===== src/rtl/mem_image_reader_if.sv =====
// Bus bundle for mem_image_reader: the memory read port plus the output word stream.
// master: the reader side (drives requests and the stream); slave: memory model and sink.
interface mem_image_reader_if #(
   parameter int unsigned WIDTH      = 16,
   parameter int unsigned ADDR_WIDTH = 6
);
   // memory port
   logic                  mem_wr_rd;
   logic                  mem_valid;
   logic [ADDR_WIDTH-1:0] mem_addr;
   logic [WIDTH-1:0]      mem_wdata;
   logic [WIDTH-1:0]      mem_rdata;
   logic                  mem_ready;
   // output stream
   logic                  out_valid;
   logic [WIDTH-1:0]      out_data;
   logic                  out_last;
   logic                  out_ready;

   modport master (
      output mem_wr_rd, mem_valid, mem_addr, mem_wdata,
      input  mem_rdata, mem_ready,
      output out_valid, out_data, out_last,
      input  out_ready
   );

   modport slave (
      input  mem_wr_rd, mem_valid, mem_addr, mem_wdata,
      output mem_rdata, mem_ready,
      input  out_valid, out_data, out_last,
      output out_ready
   );
endinterface


===== src/rtl/mem_image_reader.sv =====
// mem_image_reader: streams a contiguous (wrapping) memory window out through a small FIFO.
// One read outstanding at a time; requests are gated on FIFO space so a push never overflows.
// Optional feature: define MEM_READER_CHECKSUM_EN to add checksum/checksum_valid ports that
// report the wrapping sum of all words popped in the window, valid in the done cycle.
module mem_image_reader #(
   parameter int unsigned WIDTH      = 16,
   parameter int unsigned DEPTH      = 64,
   parameter int unsigned ADDR_WIDTH = $clog2(DEPTH),
   parameter int unsigned FIFO_DEPTH = 4
) (
   input  logic                  clk,
   input  logic                  rst,
   input  logic                  start,
   input  logic [ADDR_WIDTH-1:0] base_addr,
   input  logic [ADDR_WIDTH:0]   length,
   output logic                  busy,
   output logic                  done,
`ifdef MEM_READER_CHECKSUM_EN
   output logic [WIDTH-1:0]      checksum,
   output logic                  checksum_valid,
`endif
   mem_image_reader_if.master    bus
);

   localparam int unsigned PtrW = (FIFO_DEPTH > 1) ? $clog2(FIFO_DEPTH) : 1;
   localparam int unsigned CntW = PtrW + 1;
   localparam int unsigned LenW = ADDR_WIDTH + 1;

   typedef enum logic [1:0] {StIdle, StRead, StDrain, StDone} state_e;

   state_e                state_q;
   logic                  busy_q;
   logic                  done_q;
   logic                  mem_valid_q;
   logic [ADDR_WIDTH-1:0] mem_addr_q;
   logic [LenW-1:0]       remaining_q;

   logic [WIDTH-1:0]      fifo_data_q [FIFO_DEPTH];
   logic [FIFO_DEPTH-1:0] fifo_last_q;
   logic [PtrW-1:0]       wr_ptr_q;
   logic [PtrW-1:0]       rd_ptr_q;
   logic [CntW-1:0]       count_q;

   logic                  push;
   logic                  pop;
   logic                  last_req;
   logic                  fifo_room;
   logic [CntW-1:0]       count_next;
   logic [LenW-1:0]       length_clamped;
   logic [ADDR_WIDTH-1:0] addr_inc;

   // Handshake decode, FIFO occupancy update, window clamp and wrapping address step
   always_comb begin
      push           = mem_valid_q && bus.mem_ready;
      pop            = (count_q != '0) && bus.out_ready;
      last_req       = (remaining_q == LenW'(1));
      fifo_room      = (count_q < CntW'(FIFO_DEPTH));
      count_next     = count_q;
      if (push && !pop) begin
         count_next = count_q + CntW'(1);
      end else if (!push && pop) begin
         count_next = count_q - CntW'(1);
      end
      length_clamped = (length > LenW'(DEPTH)) ? LenW'(DEPTH) : length;
      addr_inc       = (mem_addr_q == ADDR_WIDTH'(DEPTH - 1)) ? '0
                                                              : mem_addr_q + ADDR_WIDTH'(1);
   end

   // Control FSM with registered busy/done and memory request outputs
   always_ff @(posedge clk) begin
      if (rst) begin
         state_q     <= StIdle;
         busy_q      <= 1'b0;
         done_q      <= 1'b0;
         mem_valid_q <= 1'b0;
         mem_addr_q  <= '0;
         remaining_q <= '0;
      end else begin
         done_q <= 1'b0;
         unique case (state_q)
            StIdle: begin
               if (start) begin
                  busy_q      <= 1'b1;
                  mem_addr_q  <= base_addr;
                  remaining_q <= length_clamped;
                  if (length_clamped == '0) begin
                     // Empty window: one busy cycle, then the done pulse via an empty drain
                     state_q <= StDrain;
                  end else begin
                     // FIFO is empty here, so the first request can go out immediately
                     state_q     <= StRead;
                     mem_valid_q <= 1'b1;
                  end
               end
            end
            StRead: begin
               if (push) begin
                  mem_valid_q <= 1'b0;
                  mem_addr_q  <= addr_inc;
                  remaining_q <= remaining_q - LenW'(1);
                  if (last_req) begin
                     state_q <= StDrain;
                  end
               end else if (!mem_valid_q && fifo_room) begin
                  // Room is counted before this edge's pop, so the later push always fits
                  mem_valid_q <= 1'b1;
               end
            end
            StDrain: begin
               if (count_next == '0) begin
                  state_q <= StDone;
                  busy_q  <= 1'b0;
                  done_q  <= 1'b1;
               end
            end
            StDone: begin
               state_q <= StIdle;
            end
            default: begin
               state_q <= StIdle;
            end
         endcase
      end
   end

   // Output FIFO storage and pointers; entries are cleared on reset so the head reads 0
   always_ff @(posedge clk) begin
      if (rst) begin
         wr_ptr_q    <= '0;
         rd_ptr_q    <= '0;
         count_q     <= '0;
         fifo_last_q <= '0;
         for (int i = 0; i < FIFO_DEPTH; i++) begin
            fifo_data_q[i] <= '0;
         end
      end else begin
         if (push) begin
            fifo_data_q[wr_ptr_q] <= bus.mem_rdata;
            fifo_last_q[wr_ptr_q] <= last_req;
            wr_ptr_q              <= wr_ptr_q + PtrW'(1);
         end
         if (pop) begin
            rd_ptr_q <= rd_ptr_q + PtrW'(1);
         end
         count_q <= count_next;
      end
   end

`ifdef MEM_READER_CHECKSUM_EN
   logic [WIDTH-1:0] checksum_q;

   // Running sum of popped words, cleared when a window is accepted
   always_ff @(posedge clk) begin
      if (rst) begin
         checksum_q <= '0;
      end else if (state_q == StIdle && start) begin
         checksum_q <= '0;
      end else if (pop) begin
         checksum_q <= checksum_q + bus.out_data;
      end
   end

   assign checksum       = checksum_q;
   assign checksum_valid = done_q;
`endif

   assign busy          = busy_q;
   assign done          = done_q;
   assign bus.mem_wr_rd = 1'b0;
   assign bus.mem_wdata = '0;
   assign bus.mem_valid = mem_valid_q;
   assign bus.mem_addr  = mem_addr_q;
   assign bus.out_valid = (count_q != '0);
   assign bus.out_data  = fifo_data_q[rd_ptr_q];
   assign bus.out_last  = fifo_last_q[rd_ptr_q];

endmodule


===== src/flat_wrapper.sv =====
// flat-port wrapper written by rule: the top's interface ports become plain ports
module mem_image_reader_flat 
#(
   parameter int unsigned WIDTH      = 16,
   parameter int unsigned DEPTH      = 64,
   parameter int unsigned ADDR_WIDTH = $clog2(DEPTH),
   parameter int unsigned FIFO_DEPTH = 4
)
  (clk, rst, start, base_addr, length, busy, done, bus_mem_wr_rd, bus_mem_valid, bus_mem_addr, bus_mem_wdata, bus_mem_rdata, bus_mem_ready, bus_out_valid, bus_out_data, bus_out_last, bus_out_ready);
  mem_image_reader_if #(.WIDTH(WIDTH), .ADDR_WIDTH(ADDR_WIDTH)) bus_i ();
  input  logic clk;
  input  logic rst;
  input  logic start;
  input  logic [ADDR_WIDTH-1:0] base_addr;
  input  logic [ADDR_WIDTH:0] length;
  output logic busy;
  output logic done;
  output wire logic [$bits(bus_i.mem_wr_rd)-1:0] bus_mem_wr_rd;
  output wire logic [$bits(bus_i.mem_valid)-1:0] bus_mem_valid;
  output wire logic [$bits(bus_i.mem_addr)-1:0] bus_mem_addr;
  output wire logic [$bits(bus_i.mem_wdata)-1:0] bus_mem_wdata;
  input wire logic [$bits(bus_i.mem_rdata)-1:0] bus_mem_rdata;
  input wire logic [$bits(bus_i.mem_ready)-1:0] bus_mem_ready;
  output wire logic [$bits(bus_i.out_valid)-1:0] bus_out_valid;
  output wire logic [$bits(bus_i.out_data)-1:0] bus_out_data;
  output wire logic [$bits(bus_i.out_last)-1:0] bus_out_last;
  input wire logic [$bits(bus_i.out_ready)-1:0] bus_out_ready;
  assign bus_mem_wr_rd = bus_i.mem_wr_rd;
  assign bus_mem_valid = bus_i.mem_valid;
  assign bus_mem_addr = bus_i.mem_addr;
  assign bus_mem_wdata = bus_i.mem_wdata;
  assign bus_i.mem_rdata = bus_mem_rdata;
  assign bus_i.mem_ready = bus_mem_ready;
  assign bus_out_valid = bus_i.out_valid;
  assign bus_out_data = bus_i.out_data;
  assign bus_out_last = bus_i.out_last;
  assign bus_i.out_ready = bus_out_ready;
  mem_image_reader #(.WIDTH(WIDTH), .DEPTH(DEPTH), .ADDR_WIDTH(ADDR_WIDTH), .FIFO_DEPTH(FIFO_DEPTH)) u_core (.clk(clk), .rst(rst), .start(start), .base_addr(base_addr), .length(length), .busy(busy), .done(done), .bus(bus_i));
endmodule

===== config.mk =====
export PLATFORM = sky130hd
export DESIGN_NAME = mem_image_reader_flat
export DESIGN_NICKNAME = d
export VERILOG_FILES = /design/src/rtl/mem_image_reader_if.sv /design/src/rtl/mem_image_reader.sv /design/src/flat_wrapper.sv
export SDC_FILE = /design/constraint.sdc
export NUM_CORES = 1
export LEC_CHECK = 0
export CORE_UTILIZATION = 54
export CTS_CLUSTER_SIZE = 30
export DETAILED_ROUTE_END_ITERATION = 6
export PLACE_DENSITY = 0.83
export SLEW_MARGIN = 20
export SYNTH_ARGS = -nofsm -noshare
export SYNTH_HDL_FRONTEND = slang
export SYNTH_SLANG_ARGS = --single-unit

===== constraint.sdc =====
create_clock -name clk -period 2.1 [get_ports clk]
set_input_delay 0.42 -clock clk [delete_from_list [all_inputs] [get_ports clk]]
set_output_delay 0.42 -clock clk [all_outputs]
set_load 0.1 [all_outputs]

==> flow_summary.html, run 1 <==
<table>
<tr><th>Metric</th><th>Value</th></tr>
<tr><th colspan="2">Status</th></tr>
<tr><td>Outcome</td><td>complete, no violations</td></tr>
<tr><th colspan="2">Die</th></tr>
<tr><td>Floorplan die width</td><td>~97 µm</td></tr>
<tr><td>I/O pin cnt</td><td>between 70 and 80</td></tr>
<tr><td>Die extent in y</td><td>97.2 µm</td></tr>
<tr><td>Initial cell density of the core</td><td>about 56%</td></tr>
<tr><td>Cell row count</td><td>34</td></tr>
<tr><td>Full die area</td><td>~9400 µm²</td></tr>
<tr><td>Placeable core area</td><td>8760 µm²</td></tr>
<tr><th colspan="2">Clocking</th></tr>
<tr><td>Clock input transition at the sequential cells of the worst setup and hold paths</td><td>roughly 100 ps</td></tr>
<tr><td>Num CTS Buffers</td><td>9</td></tr>
<tr><td>Sink count of the clock tree</td><td>95</td></tr>
<tr><td>Clock latency of the later-clocked register in the worst-skew pair</td><td>about 370 ps</td></tr>
<tr><td>Max H-tree Level</td><td>3</td></tr>
<tr><td>CTS tree</td><td>done</td></tr>
<tr><td>Clock Tree Buf Depth</td><td>2</td></tr>
<tr><td>Number of buffers inserted by post-CTS setup repair</td><td>0</td></tr>
<tr><td>Master cell of the clock root buffer</td><td>sky130_fd_sc_hd__clkbuf_8</td></tr>
<tr><th colspan="2">Min path</th></tr>
<tr><td>Min-Delay Startpoint</td><td>u_core.fifo_last_q[3]$_SDFFE_PP0P_</td></tr>
<tr><td>Hold/Removal Path Class</td><td>reg2reg</td></tr>
<tr><td>Worst-case hold path end point</td><td>u_core.fifo_last_q[3]$_SDFFE_PP0P_</td></tr>
<tr><td>Number of instances on the worst hold path</td><td>2</td></tr>
<tr><th colspan="2">Global routing</th></tr>
<tr><td>Global-route wire length before repair</td><td>between 15000 and 20000 µm</td></tr>
<tr><td>Number of global-route vias before repair</td><td>between 3000 and 4000</td></tr>
<tr><td>Initial antenna violation count</td><td>0</td></tr>
<tr><td>Total global routing track utilization</td><td>between 20% and 30%</td></tr>
<tr><td>Pin count of the biggest net entering global routing</td><td>19</td></tr>
<tr><td>Grt ovf</td><td>0</td></tr>
<tr><th colspan="2">Worst setup path</th></tr>
<tr><td>Crit Path Class</td><td>reg2out</td></tr>
<tr><td>Kind of launch point of the worst setup path</td><td>register</td></tr>
<tr><td>Worst Path Arrival</td><td>around 1700 ps</td></tr>
<tr><td>Category of the worst setup path capture point</td><td>output pin</td></tr>
<tr><td>Reg-to-reg critical path endpoint</td><td>u_core.state_q[1]$_SDFFE_PP0P_</td></tr>
<tr><td>Worst-path fanout max</td><td>8</td></tr>
<tr><td>Reg2reg setup slack</td><td>about 130 ps</td></tr>
<tr><td>Worst Path Required</td><td>approximately 1700 ps</td></tr>
<tr><td>Worst flop-to-flop path startpoint</td><td>u_core.count_q[0]$_SDFF_PP0_</td></tr>
<tr><td>Number of cells on the worst reg-to-reg path</td><td>8</td></tr>
<tr><th colspan="2">Drt</th></tr>
<tr><td>Initial detailed-routing violation count</td><td>~150</td></tr>
<tr><td>Average wire length per cell after detail routing</td><td>approximately 17 µm</td></tr>
<tr><td>Drt total wl</td><td>between 10000 and 15000 µm</td></tr>
<tr><td>First-pass DRT Iterations</td><td>4</td></tr>
<tr><td>Via density</td><td>5.56</td></tr>
<tr><td>Number of nets with antenna violations after detailed routing</td><td>0</td></tr>
<tr><td>Post-route DRC</td><td>0</td></tr>
<tr><td>Via count of the routed design</td><td>approximately 3400</td></tr>
<tr><th colspan="2">STA</th></tr>
<tr><td>Unrepaired setup endpoints after global routing</td><td>true</td></tr>
<tr><td>Number of endpoints failing setup at the final stage</td><td>0</td></tr>
<tr><td>Max-Slew Margin vs Limit</td><td>41.0%</td></tr>
<tr><td>Maximum frequency from static timing analysis</td><td>between 400 and 500 MHz</td></tr>
<tr><td>Clock Skews</td><td>roughly 8.8 ps</td></tr>
<tr><td>Final critical delay including setup and external delays</td><td>2090 ps</td></tr>
<tr><td>Max-slew violation total from the final report</td><td>0</td></tr>
<tr><td>Smallest setup slack after layout</td><td>a little under 10 ps</td></tr>
<tr><td>Part of the cycle the worst path needs</td><td>~100%</td></tr>
<tr><td>Hold slack</td><td>457 ps</td></tr>
<tr><td>Actual transition at the worst max-transition pin</td><td>just under 900 ps</td></tr>
<tr><td>Final Hold Violating Endpoints</td><td>0</td></tr>
<tr><th colspan="2">Placement</th></tr>
<tr><td>DP Worst Slack</td><td>-78.4 ps</td></tr>
<tr><td>Post-detailed-placement cell area</td><td>around 5900 µm²</td></tr>
<tr><td>Total half-perimeter wirelength after legalization and detailed placement</td><td>7040 µm</td></tr>
<tr><td>Global placement routability congestion</td><td>around 0.85</td></tr>
<tr><td>Count of buffers inserted at the top-level ports</td><td>60</td></tr>
<tr><th colspan="2">Synth</th></tr>
<tr><td>Yosys warning count</td><td>0</td></tr>
<tr><td>Synthesized area divided by synthesized cell count</td><td>11.7 µm²</td></tr>
<tr><td>Async SR Flop Fraction</td><td>0%</td></tr>
<tr><td>Number of synthesized flops with an enable pin</td><td>64</td></tr>
<tr><td>Cell accounting for the most synthesized area</td><td>sky130_fd_sc_hd__edfxtp_1</td></tr>
<tr><td>Synthesized area</td><td>roughly 4900 µm²</td></tr>
<tr><td>Cell types with the largest area share after synthesis</td><td>sky130_fd_sc_hd__edfxtp_1 (39%), sky130_fd_sc_hd__dfxtp_1 (13%), sky130_fd_sc_hd__and2_1 (8.2%)</td></tr>
<tr><td>#FFs+latches synth</td><td>95</td></tr>
<tr><td>Number of instances in the synthesized netlist</td><td>~420</td></tr>
<tr><td>Number of distinct standard cells referenced by the synthesized netlist</td><td>between 60 and 70</td></tr>
<tr><td>Ranking of synthesized cells by instance count</td><td>sky130_fd_sc_hd__and2_1 (64), sky130_fd_sc_hd__edfxtp_1 (64), sky130_fd_sc_hd__nand2_1 (32), sky130_fd_sc_hd__dfxtp_1 (31), sky130_fd_sc_hd__nor2_1 (30)</td></tr>
<tr><td>Fraction of synthesized cell area taken by the top area cell type</td><td>approximately 39%</td></tr>
<tr><td>Top FF cell, synth</td><td>sky130_fd_sc_hd__edfxtp_1</td></tr>
<tr><td>Share of synthesized area occupied by flip-flops and latches</td><td>51.9%</td></tr>
<tr><th colspan="2">Power and ir drop</th></tr>
<tr><td>Maximum ir drop on the vdd rail</td><td>approximately 1100 µV</td></tr>
<tr><td>Power density cells</td><td>~1400 nW/µm²</td></tr>
<tr><td>Total leakage power</td><td>2.33 nW</td></tr>
<tr><th colspan="2">Run</th></tr>
<tr><td>Max capacitance violation total</td><td>0</td></tr>
<tr><th colspan="2">Cells and area</th></tr>
<tr><td>Diode insertion count for antenna repair</td><td>0</td></tr>
<tr><td>Layout overhead on the synthesized area</td><td>24.5%</td></tr>
<tr><td>Non-Filler Cell Area, Final</td><td>roughly 6100 µm²</td></tr>
<tr><td># nets final</td><td>540</td></tr>
<tr><td>Ratio of cells with drive above 1 in the final layout</td><td>between 20% and 30%</td></tr>
</table>
==> critical path, cell delays in order (launching register included) <==
cell	delay, ps
sky130_fd_sc_hd__dfxtp_4	410
sky130_fd_sc_hd__buf_12	150
sky130_fd_sc_hd__mux4_2	550
sky130_fd_sc_hd__buf_12	190
==> final cells by class <==
cell class	instances	area, µm²
clock inverters	7	61.3
multi-input cells	288	2140
repair buffers	85	1030
well taps	108	135
inverters	14	55.1
fillers	628	2670
clock buffers	9	124
flip-flops and latches	95	2550
==> flip-flops by register name, summed over array words and instances (netlist names), named ones only <==
register / count
u_core.bus.mem_valid: 1
u_core.fifo_data_q: 64
u_core.bus.mem_addr: 6
u_core.done: 1
u_core.busy: 1
u_core.count_q: 3
u_core.fifo_last_q: 4
u_core.wr_ptr_q: 2
u_core.state_q: 2
u_core.remaining_q: 7
u_core.rd_ptr_q: 2
==> how the worst max path moves through the flow <==
| stage | depth (start not counted) | to | slack [ps] |
|---|---|---|---|
| finish | 3 | bus_out_data[5] | 10 |
| global route | 3 | bus_out_data[11] | -30 |
| CTS | 3 | bus_out_data[10] | -10 |
| detailed placement | 7 | u_core.state_q[1]$_SDFFE_PP0P_ | -80 |
| global placement | 7 | u_core.remaining_q[1]$_SDFFE_PP0P_ | -30 |
| floorplan | 3 | bus_out_data[10] | 60 |
==> per-stage QoR <==
stage	power, mW	TNS [ps]	utilization (%)	cells
floorplan	5.93	0	-	435
global placement	7.07	-102	67.0	589
detailed placement	7.20	-428	67.0	589
CTS	8.42	-59.9	69.5	606
global route	8.77	-329	69.5	606
finish	8.40	0	69.5	606
==> power by group <==
part           total, mW  internal, mW  leakage (nW)  switching [mW]
Combinational       4.69          1.74          1.32            2.95
Sequential          2.55          2.29         0.917           0.258
Clock               1.15         0.453        0.0888           0.700
Total               8.40          4.49          2.33            3.91
==> cells by family after synthesis <==
logic type / count (synthesis) / share of synthesized area [%]
adder cells (fa/ha/maj): 13 / 3.32
AO/OA/AOI/OAI: 62 / 9.82
multiplexers: 21 / 8.64
XOR/XNOR: 4 / 0.716
buffers and inverters: 52 / 5.70
other: 1 / 0.0766
AND/OR/NAND/NOR: 171 / 19.8
flip-flops: 95 / 51.9
==> routing by layer <==
| layer | vias to the layer above | share of wire, % | track usage (%) |
|---|---|---|---|
| met5 | - | 0 | 0 |
| met4 | 0 | 1.7 | 9.76 |
| met3 | 12 | 4.2 | 3.38 |
| met2 | 97 | 53 | 39.9 |
| met1 | 1636 | 41 | 26.4 |
| li1 | 1623 | - | - |
==> layout by cell type, fill, tap and decap left out, types with 17 or more instances in the layout <==
cell / netlist / layout
sky130_fd_sc_hd__nand2_1: 32 / 32
sky130_fd_sc_hd__buf_12: 0 / 23
sky130_fd_sc_hd__dfxtp_1: 31 / 27
sky130_fd_sc_hd__nor2_1: 30 / 30
sky130_fd_sc_hd__clkdlybuf4s50_1: 0 / 33
sky130_fd_sc_hd__a21oi_1: 20 / 20
sky130_fd_sc_hd__buf_4: 17 / 28
sky130_fd_sc_hd__mux4_2: 17 / 17
sky130_fd_sc_hd__edfxtp_1: 64 / 64
sky130_fd_sc_hd__conb_1: 1 / 17
sky130_fd_sc_hd__and2_1: 64 / 64
==> timing repair <==
item | 4_1_cts | 5_1_grt
hold buffers | 0 | 0
endpoints found under the setup margin | 16 | 18
gates resized for setup | 3 | 3
cloned | 1 | 0
Power figures use the tool's default switching activity.
==> run 2, diff against run 1 <==
--- a/config.mk
+++ b/config.mk
@@ -5,10 +5,12 @@
 export SDC_FILE = /design/constraint.sdc
 export NUM_CORES = 1
 export LEC_CHECK = 0
-export CORE_UTILIZATION = 54
+export CORE_UTILIZATION = 60
 export CTS_CLUSTER_SIZE = 30
 export DETAILED_ROUTE_END_ITERATION = 6
-export PLACE_DENSITY = 0.83
+export DONT_BUFFER_PORTS = 1
+export PLACE_DENSITY = 0.79
+export RECOVER_POWER = 100
 export SLEW_MARGIN = 20
 export SYNTH_ARGS = -nofsm -noshare
 export SYNTH_HDL_FRONTEND = slang
==> run 2 against run 1 <==
The flow now finishes with violations (negative setup slack). Via count decreased by 5.0%. Register-to-register slack got worse by 60 ps. Critical path depth unchanged. Sequential share of layout area increased by 4.6 points. Cell count decreased by 9.2%. First-iteration DRC count decreased by 18%. Count of clock-buffer cells in the layout unchanged. Fmax decreased by 0.78%. Clock skew increased by 2.5 ps. Global-route usage increased by 2.6 points.
==> flow_summary.html, run 2 (synthesis gave the netlist of run 1 again) <==
<table>
<tr><th>Metric</th><th>Value</th></tr>
<tr><th colspan="2">STA</th></tr>
<tr><td>Max-slew violation total from the final report</td><td>0 (unchanged)</td></tr>
<tr><td>Smallest setup slack after layout</td><td>-6.84 ps (-16.4 ps)</td></tr>
<tr><td>Clock Skews</td><td>11.3 ps (+2.53 ps)</td></tr>
<tr><td>Part of the cycle the worst path needs</td><td>100% (+0.78 points)</td></tr>
<tr><td>Actual transition at the worst max-transition pin</td><td>1020 ps (+143 ps)</td></tr>
<tr><td>Maximum frequency from static timing analysis</td><td>475 MHz (-0.78%)</td></tr>
<tr><td>Final critical delay including setup and external delays</td><td>2110 ps (+16.4 ps)</td></tr>
<tr><td>Final Hold Violating Endpoints</td><td>0 (unchanged)</td></tr>
<tr><td>Number of endpoints failing setup at the final stage</td><td>1 (+1)</td></tr>
<tr><td>Max-Slew Margin vs Limit</td><td>31.5% (-9.6 points)</td></tr>
<tr><td>Unrepaired setup endpoints after global routing</td><td>true</td></tr>
<tr><th colspan="2">Global routing</th></tr>
<tr><td>Initial antenna violation count</td><td>0 (unchanged)</td></tr>
<tr><td>Total global routing track utilization</td><td>24.9% (+2.6 points)</td></tr>
<tr><td>Number of global-route vias before repair</td><td>3164 (-6.4%)</td></tr>
<tr><td>Pin count of the biggest net entering global routing</td><td>45 (+26)</td></tr>
<tr><td>Global-route wire length before repair</td><td>15900 µm (-2.9%)</td></tr>
<tr><td>Grt ovf</td><td>0 (unchanged)</td></tr>
<tr><th colspan="2">Clocking</th></tr>
<tr><td>CTS tree</td><td>done</td></tr>
<tr><td>Clock Tree Buf Depth</td><td>2 (unchanged)</td></tr>
<tr><td>Clock latency of the later-clocked register in the worst-skew pair</td><td>360 ps (about the same)</td></tr>
<tr><td>Master cell of the clock root buffer</td><td>sky130_fd_sc_hd__clkbuf_8</td></tr>
<tr><td>Clock input transition at the sequential cells of the worst setup and hold paths</td><td>100 ps (about the same)</td></tr>
<tr><td>Max H-tree Level</td><td>3 (unchanged)</td></tr>
<tr><td>CTS Hold Buffers Added</td><td>0 (unchanged)</td></tr>
<tr><td>Num CTS Buffers</td><td>9 (unchanged)</td></tr>
<tr><td>Sink count of the clock tree</td><td>95 (unchanged)</td></tr>
<tr><th colspan="2">Worst setup path</th></tr>
<tr><td>Worst Path Arrival</td><td>1690 ps (+20 ps)</td></tr>
<tr><td>Most Frequent Cell on Critical Path</td><td>sky130_fd_sc_hd__buf_12</td></tr>
<tr><td>Crit path max-delay cell type</td><td>sky130_fd_sc_hd__mux4_2</td></tr>
<tr><td>CP Cell Sequence</td><td>buf_12 &gt; mux4_2 &gt; buf_12</td></tr>
<tr><td>Worst Path Required</td><td>1680 ps (about the same)</td></tr>
<tr><td>Largest incremental delay on the critical path</td><td>570 ps (+20 ps)</td></tr>
<tr><td>Kind of launch point of the worst setup path</td><td>register</td></tr>
<tr><td>Category of the worst setup path capture point</td><td>output pin</td></tr>
<tr><td>Largest delay contributor family on the critical path</td><td>multiplexers</td></tr>
<tr><td>Worst-path fanout max</td><td>8 (unchanged)</td></tr>
<tr><td>Worst flop-to-flop path startpoint</td><td>u_core.bus.mem_valid$_SDFFE_PP0P_</td></tr>
<tr><td>Crit Path Class</td><td>reg2out</td></tr>
<tr><td>Crit path buf inv count</td><td>2 (unchanged)</td></tr>
<tr><th colspan="2">Die</th></tr>
<tr><td>I/O pin cnt</td><td>78 (unchanged)</td></tr>
<tr><td>Full die area</td><td>8520 µm² (-9.8%)</td></tr>
<tr><td>Placeable core area</td><td>7810 µm² (-11%)</td></tr>
<tr><td>Die extent in y</td><td>92.3 µm (-5.0%)</td></tr>
<tr><td>Cell row count</td><td>32 (-5.9%)</td></tr>
<tr><td>Initial cell density of the core</td><td>62.7% (+6.8 points)</td></tr>
<tr><td>Floorplan die width</td><td>92.3 µm (-5.0%)</td></tr>
<tr><th colspan="2">Drt</th></tr>
<tr><td>Drt total wl</td><td>10000 µm (-0.32%)</td></tr>
<tr><td>Via density</td><td>5.82 (+4.7%)</td></tr>
<tr><td>Number of nets with antenna violations after detailed routing</td><td>0 (unchanged)</td></tr>
<tr><td>Initial detailed-routing violation count</td><td>125 (-18%)</td></tr>
<tr><td>Average wire length per cell after detail routing</td><td>18.2 µm (+9.8%)</td></tr>
<tr><td>First-pass DRT Iterations</td><td>4 (unchanged)</td></tr>
<tr><td>Post-route DRC</td><td>0 (unchanged)</td></tr>
<tr><td>Via count of the routed design</td><td>3199 (-5.0%)</td></tr>
<tr><th colspan="2">Power and ir drop</th></tr>
<tr><td>Total power of the final layout</td><td>8.22 mW (-2.1%)</td></tr>
<tr><td>Total leakage power</td><td>2.05 nW (-12%)</td></tr>
<tr><td>Power density cells</td><td>1500 nW/µm² (+8.6%)</td></tr>
<tr><td>Maximum ir drop on the vdd rail</td><td>1040 µV (-8.4%)</td></tr>
<tr><th colspan="2">Min path</th></tr>
<tr><td>Min-Delay Startpoint</td><td>rst</td></tr>
<tr><td>Hold/Removal Path Class</td><td>in2reg</td></tr>
<tr><th colspan="2">Cells and area</th></tr>
<tr><td>Diode insertion count for antenna repair</td><td>0 (unchanged)</td></tr>
<tr><td>Layout overhead on the synthesized area</td><td>12.3%</td></tr>
<tr><td># nets final</td><td>490 (-9.3%)</td></tr>
<tr><td>Number of flip-flops in the largest register</td><td>64 (unchanged)</td></tr>
<tr><td>Register containing the most flip-flops in the final layout</td><td>u_core.fifo_data_q</td></tr>
<tr><td>Most frequent standard cell in the layout excluding fill and tap cells</td><td>sky130_fd_sc_hd__edfxtp_1</td></tr>
<tr><td>Most frequent cells in the layout</td><td>sky130_fd_sc_hd__edfxtp_1 (64), sky130_fd_sc_hd__and2_1 (41), sky130_fd_sc_hd__nand2_1 (32)</td></tr>
<tr><td>Ratio of cells with drive above 1 in the final layout</td><td>20.5% (-3.4 points)</td></tr>
<tr><td>Final Util</td><td>70.4% (+0.87 points)</td></tr>
<tr><th colspan="2">Placement</th></tr>
<tr><td>Total half-perimeter wirelength after legalization and detailed placement</td><td>6780 µm (-3.7%)</td></tr>
<tr><td>Global placement routability congestion</td><td>0.861 (+1.0%)</td></tr>
<tr><td>Count of buffers inserted at the top-level ports</td><td>0 (-100%)</td></tr>
<tr><td>DP Worst Slack</td><td>129 ps (+207 ps)</td></tr>
<tr><th colspan="2">Status</th></tr>
<tr><td>Outcome</td><td>finished with violations</td></tr>
<tr><td>Violated checks</td><td>negative setup slack</td></tr>
<tr><th colspan="2">Run</th></tr>
<tr><td>Max capacitance violation total</td><td>0 (unchanged)</td></tr>
</table>
-- run 2: power by group --
part	total (mW)	leakage (nW)	switching, mW	internal, mW
combinational	4.44	1.03	2.90	1.54
sequential	2.51	0.918	0.214	2.30
clock	1.27	0.102	0.694	0.579
total	8.22	2.05	3.81	4.41
-- run 2: repair_timing --
| item | CTS | global route |
|---|---|---|
| pin swaps | 0 | 0 |
| setup buffers | 0 | 0 |
| gates resized for setup | 3 | 3 |
| setup endpoints to repair | 16 | 18 |
| gates cloned | 1 | 0 |
-- run 2: layer usage --
layer | GRT usage [%] | vias to the layer above | wire (µm) | part of all wire [%]
met5 | 0 | - | 0 | 0
li1 | - | 1513 | - | -
met4 | 8.20 | 0 | 206 | 2.1
met3 | 6.40 | 11 | 660 | 6.6
met2 | 44.9 | 108 | 5380 | 54
met1 | 28.7 | 1567 | 3790 | 38
-- run 2: worst paths after layout --
check	endpoint	slack (ps)	cells past startpoint
worst max-delay path	bus_out_data[9]	-7	3
worst min-delay path	u_core.bus.mem_addr[1]$_SDFFE_PP0P_	110	1
worst max register to register	u_core.state_q[1]$_SDFFE_PP0P_	70	5
worst min register to register	u_core.fifo_last_q[2]$_SDFFE_PP0P_	460	2
-- run 2: layout make-up --
class,count,area [µm²]
sequential,95,2550
clock inverter,7,87.6
fill,583,2310
timing repair buffer,35,470
multi-input combinational,288,2080
tap,102,128
inverter,14,55.1
clock buffer,9,124
-- run 2: worst register-to-register path, cell delays in order (launching register included) --
cell and delay (ps):
sky130_fd_sc_hd__dfxtp_2 420, sky130_fd_sc_hd__and2_0 620, sky130_fd_sc_hd__o21ai_2 210, sky130_fd_sc_hd__and4_4 260, sky130_fd_sc_hd__o21a_4 210, sky130_fd_sc_hd__o311ai_2 230
-- run 2: per-stage QoR --
| step | cells | cell area [µm²] | hold WS [ps] | setup TNS, ps |
|---|---|---|---|---|
| 2_1_floorplan | 435 | 4960 | 433 | 0 |
| 3_3_place_gp | 533 | 5330 | 436 | 0 |
| 3_5_place_dp | 533 | 5330 | 447 | 0 |
| 4_1_cts | 550 | 5570 | 90.1 | -11.6 |
| 5_1_grt | 550 | 5500 | 82.2 | -472 |
| 6_report | 550 | 5500 | 108 | -6.84 |
